--- config.mk ---
export PLATFORM = sky130hd
export DESIGN_NAME = branch_predictor_btb
export DESIGN_NICKNAME = d
export VERILOG_FILES = /design/src/rtl/branch_predictor_btb.sv
export SDC_FILE = /design/constraint.sdc
export NUM_CORES = 2
export LEC_CHECK = 0
export CORE_MARGIN = 5
export CORE_UTILIZATION = 35
export DETAILED_ROUTE_END_ITERATION = 10
export PLACE_DENSITY = 0.58
export SYNTH_ARGS = -nofsm -noshare
export SYNTH_HDL_FRONTEND = slang
export SYNTH_SLANG_ARGS = --single-unit
--- constraint.sdc ---
create_clock -name clk -period 5.6 [get_ports clk]
set_input_delay 1.12 -clock clk [delete_from_list [all_inputs] [get_ports clk]]
set_output_delay 1.12 -clock clk [all_outputs]
set_load 0.02 [all_outputs]
--- src/rtl/branch_predictor_btb.sv ---
// Direct-mapped BTB with 2-bit direction counters: zero-latency lookup, registered update, no backpressure.
// Optional statistics counters and upd_pred_taken port are compiled in when BTB_STATS_EN is defined.
module branch_predictor_btb #(
  parameter int unsigned XLEN      = 64,
  parameter int unsigned ENTRIES   = 16,
  parameter int unsigned TAG_W     = 16,
  parameter logic [1:0]  CNT_ALLOC = 2'b10
) (
  input  logic            clk,
  input  logic            rst,
  input  logic            lookup_valid,
  input  logic [XLEN-1:0] lookup_pc,
  output logic            pred_hit,
  output logic            pred_taken,
  output logic [XLEN-1:0] pred_target,
  input  logic            upd_valid,
  input  logic [XLEN-1:0] upd_pc,
  input  logic            upd_taken,
  input  logic [XLEN-1:0] upd_target,
  input  logic            flush_all
`ifdef BTB_STATS_EN
  ,
  input  logic            upd_pred_taken,
  output logic [31:0]     stat_lookups,
  output logic [31:0]     stat_updates,
  output logic [31:0]     stat_mispred
`endif
);

  localparam int unsigned IDX_W = $clog2(ENTRIES);

  logic              valid_q [ENTRIES];
  logic [TAG_W-1:0]  tag_q   [ENTRIES];
  logic [XLEN-1:0]   tgt_q   [ENTRIES];
  logic [1:0]        ctr_q   [ENTRIES];

  logic [IDX_W-1:0]  lk_idx;
  logic [IDX_W-1:0]  upd_idx;
  logic [TAG_W-1:0]  lk_tag;
  logic [TAG_W-1:0]  upd_tag;
  logic              lk_hit;
  logic              upd_hit;
  logic              upd_wr;
  logic [1:0]        ctr_d;

  assign lk_idx  = lookup_pc[2 +: IDX_W];
  assign lk_tag  = lookup_pc[2+IDX_W +: TAG_W];
  assign upd_idx = upd_pc[2 +: IDX_W];
  assign upd_tag = upd_pc[2+IDX_W +: TAG_W];

  // Lookup reads stored state only; an update in the same cycle is seen one cycle later.
  assign lk_hit      = lookup_valid & valid_q[lk_idx] & (tag_q[lk_idx] == lk_tag);
  assign pred_hit    = lk_hit;
  assign pred_taken  = lk_hit & ctr_q[lk_idx][1];
  assign pred_target = pred_taken ? tgt_q[lk_idx] : lookup_pc + XLEN'(4);

  assign upd_hit = valid_q[upd_idx] & (tag_q[upd_idx] == upd_tag);
  // Not-taken misses never allocate, so only hits or taken branches write the entry.
  assign upd_wr  = upd_valid & ~flush_all & (upd_hit | upd_taken);

  always_comb begin
    ctr_d = CNT_ALLOC;
    if (upd_hit) begin
      if (upd_taken) begin
        ctr_d = (ctr_q[upd_idx] == 2'b11) ? 2'b11 : ctr_q[upd_idx] + 2'b01;
      end else begin
        ctr_d = (ctr_q[upd_idx] == 2'b00) ? 2'b00 : ctr_q[upd_idx] - 2'b01;
      end
    end
  end

  always_ff @(posedge clk or negedge rst) begin
    if (!rst) begin
      for (int i = 0; i < int'(ENTRIES); i++) begin
        valid_q[i] <= 1'b0;
        tag_q[i]   <= '0;
        tgt_q[i]   <= '0;
        ctr_q[i]   <= 2'b01;
      end
    end else if (flush_all) begin
      for (int i = 0; i < int'(ENTRIES); i++) begin
        valid_q[i] <= 1'b0;
      end
    end else if (upd_wr) begin
      valid_q[upd_idx] <= 1'b1;
      tag_q[upd_idx]   <= upd_tag;
      ctr_q[upd_idx]   <= ctr_d;
      if (upd_taken) begin
        tgt_q[upd_idx] <= upd_target;
      end
    end
  end

`ifdef BTB_STATS_EN
  logic [31:0] stat_lookups_q;
  logic [31:0] stat_updates_q;
  logic [31:0] stat_mispred_q;
  logic        upd_counts;

  assign upd_counts = upd_valid & ~flush_all;

  always_ff @(posedge clk or negedge rst) begin
    if (!rst) begin
      stat_lookups_q <= '0;
      stat_updates_q <= '0;
      stat_mispred_q <= '0;
    end else begin
      if (lookup_valid && stat_lookups_q != 32'hFFFF_FFFF) begin
        stat_lookups_q <= stat_lookups_q + 32'd1;
      end
      if (upd_counts && stat_updates_q != 32'hFFFF_FFFF) begin
        stat_updates_q <= stat_updates_q + 32'd1;
      end
      if (upd_counts && (upd_pred_taken != upd_taken) && stat_mispred_q != 32'hFFFF_FFFF) begin
        stat_mispred_q <= stat_mispred_q + 32'd1;
      end
    end
  end

  assign stat_lookups = stat_lookups_q;
  assign stat_updates = stat_updates_q;
  assign stat_mispred = stat_mispred_q;
`endif

endmodule

==> key figures <==
Layout
  – P&R area growth vs syn: 17.5%
  – Share of layout cells above drive strength 1: a little over a quarter
  – Fillers: ~18k
  – Final nets: 6,010
  – Reg area: 0.0333 sq mm
  – Area taken by multi-input logic gates: between 0.03 and 0.04 sq mm

Synthesis
  – Most common cell in the netlist: nand2_1
  – Commonest cells post-synth: nand2_1 (1,869), dfrtp_1 (1,312), mux2_2 (527)
  – Synth async-reset ratio: 100%
  – Average size of a mapped cell: 11.7 sq um
  – Sequential share of the synthesized area: a little over 50%
  – EDFF count, synth: 0
  – Area contributors post-synth: dfrtp_1 (50%), mux4_2 (15%), nand2_1 (11%)
  – Mapped cell area: between 0.06 and 0.07 sq mm
  – Yosys warns: 0
  – Unique cell type count in the Yosys netlist: 73
  – Leading area contributor after synthesis: dfrtp_1
  – Net Count, Synth: between 5k and 6k
  – Yosys reg bits: 1,328
  – Post-synthesis cell count: 5,629
  – Predominant post-synthesis flop cell: dfrtp_1
  – Share of the synthesized area in the top cell type: 49.7%

Placement
  – Port bufs: 219
  – Post-DP HPWL: approximately 140,000 microns
  – RePlAce Congestion: approximately 0.92

Pwr
  – PwrDens: ~330 mW/mm^2
  – Internal power: roughly 19 mW
  – Peak supply drop: about 0.00033 V
  – Logic pwr share: 14.8%
  – Leak: roughly 36 nW
  – Total power: 25.5 mW
  – Clock share of power: between 30% and 40%
  – Seq pwr share: a little under half
  – Sw frac: between 20% and 30%
  – NetSw: 6.79 mW

Die
  – Row Count: around 160
  – CORE AREA: 0.188 sq mm
  – I/O pin count: roughly 260
  – Initial Util: about a third
  – Die ar.: 0.198 sq mm
  – Die extent in x: approximately 440 microns
  – Die height: between 400 and 500 microns

Global routing
  – First-pass GRT wire length: ~340,000 microns
  – Vias in the first global route: between 40k and 50k
  – GRT Resource Usage Total: a little under a quarter
  – Largest net degree at the start of global routing: 155
  – Total congestion overflow: 0
  – Antenna violations before repair: 25

Min path
  – Hold crit path type: in2async

Setup path
  – CP max FO: 26
  – WP data required: about 4.5 ns
  – CP startpoint: lookup_pc[2]
  – Arrival time at the worst endpoint: about 4.4 ns
  – Setup crit end kind: primary output
  – Reg-to-Reg Start: tag_q[71]
  – Category of the most critical setup path: in2out
  – Critical Path Start Type: input port

Route
  – Final ANT Viol Nets: 0
  – Via count: a little under 50k
  – Router iterations before antenna repair: 6
  – Vias per cell: 5.77
  – Drt wl/cell: 27.6 microns
  – Initial DRC Count: ~5.7k
  – DRT Wirelength: between 200,000 and 250,000 microns
  – Residual DRC: 0

Clocking
  – # H-tree levels: 4
  – Root buffer cell: clkbuf_16
  – CTS tree: done
  – CTS sink count: between 1k and 1.5k
  – Total CTS buffers: roughly 150
  – Worst-path clk slew: 0.06 ns
  – CTS Buffer Depth: 3
  – Clk_lat worst skew: about 0.82 ns

STA
  – Clock skew: 0.0420 ns
  – Slew HR: about a fifth
  – Final Hold Fails: 0
  – Setup tns final: 0 ns
  – Tightest Pin Transition: roughly 1.2 ns
  – Unrepaired setup endpoints after global routing: no
  – Fin crit share: 98.8%
  – Max Freq: between 150 and 200 MHz
  – Worst hold margin: around 0.24 ns
  – Pins Over Slew Limit: 0
  – Tmin final: about 5.5 ns
  – Setup-failing EPs final: 0

Outcome
  – Run status: complete, no violations

Job
  – Max_cap viols: 0
-- path summary, 6_finish.rpt --
kind / endpoint / slack, ns / depth (start not counted)
min reg2reg: ctr_q[8] / 0.47 / 2
max in group asynchronous: tgt_q[615] / 3.80 / 2
min: tag_q[241] / 0.24 / 1
min in group clk: ctr_q[8] / 0.47 / 2
max: pred_target[62] / 0.06 / 16
max reg2reg: tag_q[165] / 2.21 / 10
-- layout by cell type (no fill, tap or decap), types with 43 or more instances in the layout --
cell type,Yosys,routed
mux4_2,434,434
dfrtp_1,1312,1312
mux2_1,60,60
mux2_2,527,527
mux2i_1,101,101
clkbuf_16,0,150
buf_12,0,76
xnor2_1,63,63
dlygate4sd2_1,0,44
clkdlybuf4s50_1,0,145
nand3_1,47,43
o32ai_1,228,228
nand2_1,1869,1864
buf_4,18,243
nor2_1,87,79
-- power by group through the flow --
stage                     combinational (mW)  sequential [mW]  clock [mW]
final                                   3.77             11.6        10.1
after CTS                               3.78             11.5        10.3
after detailed placement                3.78             11.7           0
after global routing                    4.09             11.7        10.7
after global placement                  3.69             11.6           0
after floorplan                         2.55             11.4           0
-- final cells by class --
| type | count | area share (%) |
|---|---|---|
| clock buffers | 218 | 5.56 |
| diodes | 13 | 0.0419 |
| inverters | 33 | 0.163 |
| well taps | 2495 | 4.02 |
| clock inverters | 53 | 0.931 |
| flip-flops and latches | 1328 | 42.8 |
| multi-input cells | 3762 | 39.4 |
| repair buffers | 538 | 7.08 |
-- metal layers --
metal | wire, microns | global-route usage (%) | part of all wire, % | up-vias
met5 | 63 | 0 | 0.027 | -
met4 | 10800 | 9.93 | 4.6 | 10
met3 | 18800 | 5.10 | 8.1 | 546
met2 | 109000 | 37.2 | 47 | 2265
met1 | 94200 | 30.8 | 40 | 25569
li1 | - | - | - | 20313
-- worst max-delay path, stage by stage --
cell           delay [ns]
buf_8                0.13
buf_12               0.15
buf_12               0.14
inv_4                0.20
buf_4                0.16
mux2i_1              0.32
buf_4                0.18
xor2_1               0.14
a32oi_1              0.19
nor4_2               0.33
buf_4                0.16
o2111ai_4            0.10
buf_12               0.18
buf_12               0.16
mux2_1               0.33
dlygate4sd2_1        0.34
-- flip-flops by register name (all words and copies together), names as in the netlist --
register and count:
ctr_q 32, tgt_q 1024, valid_q 16, tag_q 256
-- cell families after synthesis --
family	count (synthesis)	share of synthesized area [%]
mux	1122	26.3
xor+xnor	103	1.36
buf+inv	539	3.74
compound gates	400	5.47
simple gates	2135	12.8
fa+ha+maj	2	0.0341
flops	1328	50.3
-- what timing repair did --
action	in CTS	in global routing
hold buffers	0	0
buffers inserted	1	0
setup endpoints to repair	64	63
pin swaps	1	0
gates resized for setup	74	30
-- through the flow --
| step | area [sq um] | setup slack [ns] | utilization (%) | cells |
|---|---|---|---|---|
| finish | 77700 | 0.0646 | 41.4 | 8440 |
| global route | 77700 | 0.000503 | 41.4 | 8434 |
| CTS | 77600 | 0.0199 | 41.3 | 8427 |
| detailed placement | 72600 | -0.328 | 38.7 | 8155 |
| global placement | 72600 | -0.413 | 38.7 | 8155 |
| floorplan | 66100 | 0.359 | - | 5629 |
Note: power is estimated with default switching activity, not from simulation.
